`src/rtl/nonce_result_fifo_if.sv`:
```
// Bundle of core-result inputs, SPI pop controls and FIFO head/status outputs
// shared between the result FIFO and whatever feeds and reads it.
interface nonce_result_fifo_if #(
  parameter int DEPTH   = 8,
  parameter int NONCE_W = 40,
  parameter int HASH_W  = 32
);
  logic [3:0]              core_irq;
  logic [NONCE_W-1:0]      id_nonce_in_1, id_nonce_in_2, id_nonce_in_3, id_nonce_in_4;
  logic [HASH_W-1:0]       hash_dify_in_1, hash_dify_in_2, hash_dify_in_3, hash_dify_in_4;
  logic                    cs_n_1_4;
  logic                    rd_cmd;
  logic                    clr_ovf;
  logic [1:0]              head_core;
  logic [NONCE_W-1:0]      head_nonce;
  logic [HASH_W-1:0]       head_hash;
  logic [$clog2(DEPTH):0]  fifo_count;
  logic                    fifo_empty;
  logic                    fifo_full;
  logic                    overflow;
  logic [7:0]              drop_cnt;
  logic                    result_irq;

  modport master (
    output core_irq, id_nonce_in_1, id_nonce_in_2, id_nonce_in_3, id_nonce_in_4,
           hash_dify_in_1, hash_dify_in_2, hash_dify_in_3, hash_dify_in_4,
           cs_n_1_4, rd_cmd, clr_ovf,
    input  head_core, head_nonce, head_hash, fifo_count, fifo_empty, fifo_full,
           overflow, drop_cnt, result_irq
  );

  modport slave (
    input  core_irq, id_nonce_in_1, id_nonce_in_2, id_nonce_in_3, id_nonce_in_4,
           hash_dify_in_1, hash_dify_in_2, hash_dify_in_3, hash_dify_in_4,
           cs_n_1_4, rd_cmd, clr_ovf,
    output head_core, head_nonce, head_hash, fifo_count, fifo_empty, fifo_full,
           overflow, drop_cnt, result_irq
  );
endinterface

```
`src/rtl/nonce_result_fifo.sv`:
```
// Captures golden-nonce results from four cores on their irq rising edge,
// serialises them into one FIFO and pops the oldest on a host result read.
module nonce_result_fifo #(
  parameter int DEPTH   = 8,
  parameter int NONCE_W = 40,
  parameter int HASH_W  = 32
) (
  input  logic                 clk,
  input  logic                 reset_n,
  nonce_result_fifo_if.slave   bus
);
  localparam int PTR_W = $clog2(DEPTH);
  localparam int CNT_W = PTR_W + 1;

  typedef struct packed {
    logic [1:0]         core;
    logic [NONCE_W-1:0] nonce;
    logic [HASH_W-1:0]  hash;
  } entry_t;

  logic [NONCE_W-1:0] nonce_in [4];
  logic [HASH_W-1:0]  hash_in  [4];
  entry_t             hold     [4];
  entry_t             mem      [DEPTH];
  entry_t             head;

  logic [3:0]       irq_d, pending, irq_rise, sel_mask, capture_ovf;
  logic [1:0]       sel;
  logic             sel_valid, push, pop, discard;
  logic             cs_s1, cs_s2, cs_s3;
  logic [PTR_W-1:0] wr_ptr, rd_ptr;
  logic [CNT_W-1:0] count, count_next;
  logic             empty_q, full_q, overflow_q;
  logic [7:0]       drop_q, drop_next;
  logic [2:0]       drop_inc;
  logic [8:0]       drop_sum;

  assign nonce_in[0] = bus.id_nonce_in_1;
  assign nonce_in[1] = bus.id_nonce_in_2;
  assign nonce_in[2] = bus.id_nonce_in_3;
  assign nonce_in[3] = bus.id_nonce_in_4;
  assign hash_in[0]  = bus.hash_dify_in_1;
  assign hash_in[1]  = bus.hash_dify_in_2;
  assign hash_in[2]  = bus.hash_dify_in_3;
  assign hash_in[3]  = bus.hash_dify_in_4;

  assign irq_rise = bus.core_irq & ~irq_d;

  // Descending scan so the lowest-index pending core wins.
  always_comb begin
    // NOTE: every combinational output gets a default first so no latch is inferred.
    sel_valid = 1'b0;
    sel       = 2'd0;
    for (int i = 3; i >= 0; i--) begin
      if (pending[i]) begin
        sel_valid = 1'b1;
        sel       = 2'(i);
      end
    end
  end

  assign sel_mask    = sel_valid ? (4'b0001 << sel) : 4'b0000;
  assign pop         = cs_s2 & ~cs_s3 & bus.rd_cmd & ~empty_q;
  assign push        = sel_valid & (~full_q | pop);
  assign discard     = sel_valid & full_q & ~pop;
  // A new edge on a core whose held result is being pushed this cycle is not a loss.
  assign capture_ovf = irq_rise & pending & ~sel_mask;

  always_comb begin
    drop_inc = {2'b00, discard};
    for (int i = 0; i < 4; i++) drop_inc = drop_inc + {2'b00, capture_ovf[i]};
    drop_sum  = {1'b0, drop_q} + {6'd0, drop_inc};
    drop_next = drop_sum[8] ? 8'hFF : drop_sum[7:0];
    count_next = count;
    if (push && !pop)      count_next = count + CNT_W'(1);
    else if (pop && !push) count_next = count - CNT_W'(1);
  end

  always_ff @(posedge clk or negedge reset_n) begin
    if (!reset_n) begin
      irq_d      <= '0;
      pending    <= '0;
      cs_s1      <= 1'b0;
      cs_s2      <= 1'b0;
      cs_s3      <= 1'b0;
      wr_ptr     <= '0;
      rd_ptr     <= '0;
      count      <= '0;
      empty_q    <= 1'b1;
      full_q     <= 1'b0;
      overflow_q <= 1'b0;
      drop_q     <= '0;
    end else begin
      // NOTE: non-blocking assignments keep every register sampling pre-edge values.
      irq_d   <= bus.core_irq;
      pending <= (pending & ~sel_mask) | irq_rise;
      cs_s1   <= bus.cs_n_1_4;
      cs_s2   <= cs_s1;
      cs_s3   <= cs_s2;
      if (push) wr_ptr <= wr_ptr + PTR_W'(1);
      if (pop)  rd_ptr <= rd_ptr + PTR_W'(1);
      count   <= count_next;
      empty_q <= (count_next == '0);
      full_q  <= (count_next == CNT_W'(DEPTH));
      if (bus.clr_ovf) begin
        overflow_q <= 1'b0;
        drop_q     <= '0;
      end else if (drop_inc != 3'd0) begin
        overflow_q <= 1'b1;
        drop_q     <= drop_next;
      end
    end
  end

  // NOTE: storage carries no reset; occupancy is governed solely by the pointers and count.
  always_ff @(posedge clk) begin
    for (int i = 0; i < 4; i++) begin
      if (irq_rise[i]) hold[i] <= '{core: 2'(i), nonce: nonce_in[i], hash: hash_in[i]};
    end
    if (push) mem[wr_ptr] <= hold[sel];
  end

  assign head           = mem[rd_ptr];
  assign bus.head_core  = empty_q ? '0 : head.core;
  assign bus.head_nonce = empty_q ? '0 : head.nonce;
  assign bus.head_hash  = empty_q ? '0 : head.hash;
  assign bus.fifo_count = count;
  assign bus.fifo_empty = empty_q;
  assign bus.fifo_full  = full_q;
  assign bus.result_irq = ~empty_q;
  assign bus.overflow   = overflow_q;
  assign bus.drop_cnt   = drop_q;
endmodule

```
`src/flat_wrapper.sv`:
```
// flat-port wrapper written by rule: the top's interface ports become plain ports
module nonce_result_fifo_flat 
#(
  parameter int DEPTH   = 8,
  parameter int NONCE_W = 40,
  parameter int HASH_W  = 32
)
  (clk, reset_n, bus_core_irq, bus_id_nonce_in_1, bus_id_nonce_in_2, bus_id_nonce_in_3, bus_id_nonce_in_4, bus_hash_dify_in_1, bus_hash_dify_in_2, bus_hash_dify_in_3, bus_hash_dify_in_4, bus_cs_n_1_4, bus_rd_cmd, bus_clr_ovf, bus_head_core, bus_head_nonce, bus_head_hash, bus_fifo_count, bus_fifo_empty, bus_fifo_full, bus_overflow, bus_drop_cnt, bus_result_irq);
  nonce_result_fifo_if #(.DEPTH(DEPTH), .NONCE_W(NONCE_W), .HASH_W(HASH_W)) bus_i ();
  input  logic clk;
  input  logic reset_n;
  input wire logic [$bits(bus_i.core_irq)-1:0] bus_core_irq;
  input wire logic [$bits(bus_i.id_nonce_in_1)-1:0] bus_id_nonce_in_1;
  input wire logic [$bits(bus_i.id_nonce_in_2)-1:0] bus_id_nonce_in_2;
  input wire logic [$bits(bus_i.id_nonce_in_3)-1:0] bus_id_nonce_in_3;
  input wire logic [$bits(bus_i.id_nonce_in_4)-1:0] bus_id_nonce_in_4;
  input wire logic [$bits(bus_i.hash_dify_in_1)-1:0] bus_hash_dify_in_1;
  input wire logic [$bits(bus_i.hash_dify_in_2)-1:0] bus_hash_dify_in_2;
  input wire logic [$bits(bus_i.hash_dify_in_3)-1:0] bus_hash_dify_in_3;
  input wire logic [$bits(bus_i.hash_dify_in_4)-1:0] bus_hash_dify_in_4;
  input wire logic [$bits(bus_i.cs_n_1_4)-1:0] bus_cs_n_1_4;
  input wire logic [$bits(bus_i.rd_cmd)-1:0] bus_rd_cmd;
  input wire logic [$bits(bus_i.clr_ovf)-1:0] bus_clr_ovf;
  output wire logic [$bits(bus_i.head_core)-1:0] bus_head_core;
  output wire logic [$bits(bus_i.head_nonce)-1:0] bus_head_nonce;
  output wire logic [$bits(bus_i.head_hash)-1:0] bus_head_hash;
  output wire logic [$bits(bus_i.fifo_count)-1:0] bus_fifo_count;
  output wire logic [$bits(bus_i.fifo_empty)-1:0] bus_fifo_empty;
  output wire logic [$bits(bus_i.fifo_full)-1:0] bus_fifo_full;
  output wire logic [$bits(bus_i.overflow)-1:0] bus_overflow;
  output wire logic [$bits(bus_i.drop_cnt)-1:0] bus_drop_cnt;
  output wire logic [$bits(bus_i.result_irq)-1:0] bus_result_irq;
  assign bus_i.core_irq = bus_core_irq;
  assign bus_i.id_nonce_in_1 = bus_id_nonce_in_1;
  assign bus_i.id_nonce_in_2 = bus_id_nonce_in_2;
  assign bus_i.id_nonce_in_3 = bus_id_nonce_in_3;
  assign bus_i.id_nonce_in_4 = bus_id_nonce_in_4;
  assign bus_i.hash_dify_in_1 = bus_hash_dify_in_1;
  assign bus_i.hash_dify_in_2 = bus_hash_dify_in_2;
  assign bus_i.hash_dify_in_3 = bus_hash_dify_in_3;
  assign bus_i.hash_dify_in_4 = bus_hash_dify_in_4;
  assign bus_i.cs_n_1_4 = bus_cs_n_1_4;
  assign bus_i.rd_cmd = bus_rd_cmd;
  assign bus_i.clr_ovf = bus_clr_ovf;
  assign bus_head_core = bus_i.head_core;
  assign bus_head_nonce = bus_i.head_nonce;
  assign bus_head_hash = bus_i.head_hash;
  assign bus_fifo_count = bus_i.fifo_count;
  assign bus_fifo_empty = bus_i.fifo_empty;
  assign bus_fifo_full = bus_i.fifo_full;
  assign bus_overflow = bus_i.overflow;
  assign bus_drop_cnt = bus_i.drop_cnt;
  assign bus_result_irq = bus_i.result_irq;
  nonce_result_fifo #(.DEPTH(DEPTH), .NONCE_W(NONCE_W), .HASH_W(HASH_W)) u_core (.clk(clk), .reset_n(reset_n), .bus(bus_i));
endmodule
```
`config.mk`:
```
export PLATFORM = sky130hd
export DESIGN_NAME = nonce_result_fifo_flat
export DESIGN_NICKNAME = d
export VERILOG_FILES = /design/src/rtl/nonce_result_fifo_if.sv /design/src/rtl/nonce_result_fifo.sv /design/src/flat_wrapper.sv
export SDC_FILE = /design/constraint.sdc
export NUM_CORES = 1
export LEC_CHECK = 0
export CAP_MARGIN = 20
export CORE_ASPECT_RATIO = 1.75
export CORE_MARGIN = 1.5
export CORE_UTILIZATION = 56
export DETAILED_ROUTE_END_ITERATION = 10
export GPL_ROUTABILITY_DRIVEN = 0
export GPL_TIMING_DRIVEN = 0
export HOLD_SLACK_MARGIN = 0.1
export MAX_ROUTING_LAYER = met4
export PLACE_DENSITY_LB_ADDON = 0.08
export SETUP_SLACK_MARGIN = 0.1
export SYNTH_ARGS = -nofsm -noshare
export SYNTH_HDL_FRONTEND = slang
export SYNTH_SLANG_ARGS = --single-unit
export TNS_END_PERCENT = 30
```
`constraint.sdc`:
```
create_clock -name clk -period 10.2 [get_ports clk]
set_clock_uncertainty 0.2 [all_clocks]
set_input_delay 2.55 -clock clk [delete_from_list [all_inputs] [get_ports clk]]
set_output_delay 2.55 -clock clk [all_outputs]
set_load 0.01 [all_outputs]
```
==> flow_summary_export.csv <==
group,metric,value,unit
final_layout,fillers,3843,
setup_path,cp.required,10.53,ns
placed_design,dp_slack,2.77,ns
floorplan,start_util,0.565,
yosys,avgSynthCellArea,20.0,um^2
min_path,hp-class,"reg -> reg",
global_routing,grt_pass1_vias,19700,
global_routing,grt_use_total,0.275,
timing,hold_viol_final,0,
floorplan,die_x,191,um
route,wire_per_inst,26.4,um
final_layout,regArea,27200,um^2
cts,clk_pin_slew,0.06,ns
floorplan,die_area,63200,um^2
route,vias,18200,
cts,clk_latency,0.63,ns
global_routing,antenna_found_initial,4,
placed_design,placed_area,40400,um^2
global_routing,globalRouteOverflowTotal,0,
timing,grt_setup_unrepaired,"false",
cts,clkSinkCount,912,
cts,numCtsBuffers,79,
pwr,power_density,292,nW/um^2
yosys,seq_area_frac_synth,0.789,
yosys,postSynthCellCount,1724,
floorplan,ios,387,
yosys,synth.area.top_cells,"edfxtp_1 77%, mux4_2 9.7%, dfrtp_1 2.2%, mux2i_1 2.2%, a221o_1 2.1%",
cts,post-cts-setup-buffers,0,
route,antenna_left,0,
yosys,synth_ff_type,"edfxtp_1",
placed_design,dpl.cell_count,2965,
route,dr.pass1.iters,7,
global_routing,grt_max_degree,42,
cts,cts_resized,0,
timing,finalSetupViolCount,0,
yosys,synth-async-reset-ratio,0.0351,
route,drc,0,
yosys,synth_edf_count,880,
timing,tightestPinTransition,1.03,ns
final_layout,mostFrequentLayoutCell,"edfxtp_1",
cts,holdBufCountCts,0,
placed_design,port_buffers,385,
yosys,ys_ff_latch,912,
final_layout,fin_cells,3110,
yosys,syn_area,34500,um^2
global_routing,grt_first_pass_wirelength,121,mm
yosys,ys_types,46,
yosys,synth_fp_nets,2033,
cts,clk_path_buf_depth,3,
final_layout,post-route-util,0.704,
setup_path,worstPathArrival,7.08,ns
final_layout,multiInputGateArea,6890,um^2
timing,fin_crit,6.75,ns
cts,cts_tree,"built",
final_layout,stdcell_area,43000,um^2
timing,holdWs,0.166,ns
yosys,yosysTopAreaCell,"edfxtp_1",
setup_path,cp-end-kind,"register",
route,wl,82.1,mm
cts,ctsRootBufferMaster,"clkbuf_16",
timing,max_clock_freq,148,MHz
floorplan,num_rows,120,
timing,maxSlewViolCount,0,
timing,period_share,0.662,
final_layout,final_nets,2562,
route,drtIter0Drc,1503,
timing,max_slew_margin,0.315,
floorplan,core,61100,um^2
final_layout,layout_common_cells,"880 x edfxtp_1, 384 x clkdlybuf4s50_1, 160 x nand2_1",
yosys,synth_top_area_share,0.765,
pwr,p_leak,14.6,nW
pwr,ir_drop,0.238,mV
route,vias_per_cell,5.85,
run,cap_violations,0,
run_status,status,"complete, no violations",
final_layout,area_growth_syn_to_layout,24.5,%
placed_design,hpwl,57.0,mm
setup_path,startpoint_type,"primary input",
timing,setup_ws,3.45,ns
yosys,yosysWarnings,0,
cts,htree_levels,3,
setup_path,crit_type,"in -> reg",
final_layout,drive_gt1_frac,0.170,
setup_path,path_max_fanout,25,
floorplan,die_y,331,um
==> final timing paths <==
check | start | to | slack [ns] | cells past startpoint
min in group asynchronous | reset_n | u_core.irq_d[3] | 1.79 | 1
max in group asynchronous | reset_n | u_core.wr_ptr[1] | 7.49 | 1
max | bus_core_irq[3] | u_core.bus.drop_cnt[5] | 3.45 | 12
max reg2reg | u_core.irq_d[3] | u_core.bus.drop_cnt[5] | 5.50 | 11
min reg2reg | u_core.cs_s1 | u_core.cs_s2 | 0.17 | 0
min | u_core.cs_s1 | u_core.cs_s2 | 0.17 | 0
==> critical path, cell delays in order <==
cell and delay (ns):
clkdlybuf4s50_1 0.48, nor2b_4 0.77, nor3b_1 0.45, fa_1 0.47, ha_1 0.22, fa_1 0.58
inv_1 0.06, fa_1 0.40, nor2b_1 0.23, o2111ai_1 0.30, and4_1 0.33, a211oi_1 0.22
==> per-stage QoR <==
stage	total power (W)	TNS, ns
detailed placement	0.00963	0
global route	0.0131	0
finish	0.0126	0
floorplan	0.00763	0
global placement	0.00948	-1763.96
CTS	0.0127	0
==> per-layer routing <==
layer | wire length (um) | part of all wire | vias to the layer above | track usage
li1 | - | - | 8006 | -
met1 | 30000 | 0.36 | 9255 | 0.324
met2 | 42900 | 0.52 | 800 | 0.464
met3 | 6980 | 0.085 | 146 | 0.0676
met4 | 2300 | 0.028 | 0 | 0.0890
met5 | 0 | 0 | - | -
==> final cells by class <==
class / instances / area share
clock inverters: 45 / 0.0116
multi-input cells: 705 / 0.160
well taps: 793 / 0.0231
inverters: 14 / 0.00134
repair buffers: 448 / 0.111
flip-flops and latches: 912 / 0.633
clock buffers: 97 / 0.0495
diodes: 3 / 0.000175
plain buffers: 93 / 0.00998
==> state kept, by name, indices dropped and copies added, names as in the netlist, 3 cells and up <==
| signal | count |
|---|---|
| u_core.hold | 288 |
| u_core.mem | 592 |
| u_core.rd_ptr | 3 |
| u_core.bus.fifo_count | 4 |
| u_core.wr_ptr | 3 |
| u_core.bus.drop_cnt | 8 |
| u_core.irq_d | 4 |
| u_core.pending | 4 |
==> cells in the mapped netlist, types with 2 or more instances <==
| cell type | count |
|---|---|
| mux4_2 | 148 |
| nand2_1 | 160 |
| or3_1 | 2 |
| clkbuf_1 | 33 |
| a21oi_1 | 76 |
| fa_1 | 3 |
| ha_1 | 9 |
| buf_1 | 10 |
| nand3_1 | 4 |
| nor4_1 | 2 |
| inv_1 | 13 |
| a311oi_1 | 3 |
| nor2_1 | 93 |
| xor2_1 | 3 |
| nor3_1 | 10 |
| and2_1 | 2 |
| xnor2_2 | 2 |
| nor2b_1 | 5 |
| edfxtp_1 | 880 |
| buf_2 | 43 |
| xnor2_1 | 3 |
| mux2i_1 | 75 |
| nand2b_1 | 6 |
| dfrtp_1 | 31 |
| a211oi_1 | 3 |
| o21bai_1 | 2 |
| o21ai_0 | 6 |
| a21o_1 | 2 |
| buf_4 | 7 |
| a221o_1 | 72 |
==> power breakdown <==
group	switching (W)	leakage, nW	internal, W	total (W)
combinational	0.00226	4.75	0.00194	0.00420
sequential	0.000199	8.56	0.00510	0.00530
clock	0.00131	1.28	0.00176	0.00307
==> cells by family (layout without fill, tap and decap cells) <==
family	Yosys count	after routing	synth area share
other	1	4	0.000109
and+or+nand+nor	291	291	0.0347
buffers and inverters	107	697	0.0140
DFF	912	912	0.789
AOI/OAI and AO/OA	169	169	0.0365
adders and majority gates	12	12	0.00500
xor gates and xnor gates	8	8	0.00246
muxes	224	224	0.119
No activity file was read; power rests on OpenSTA's default activity.
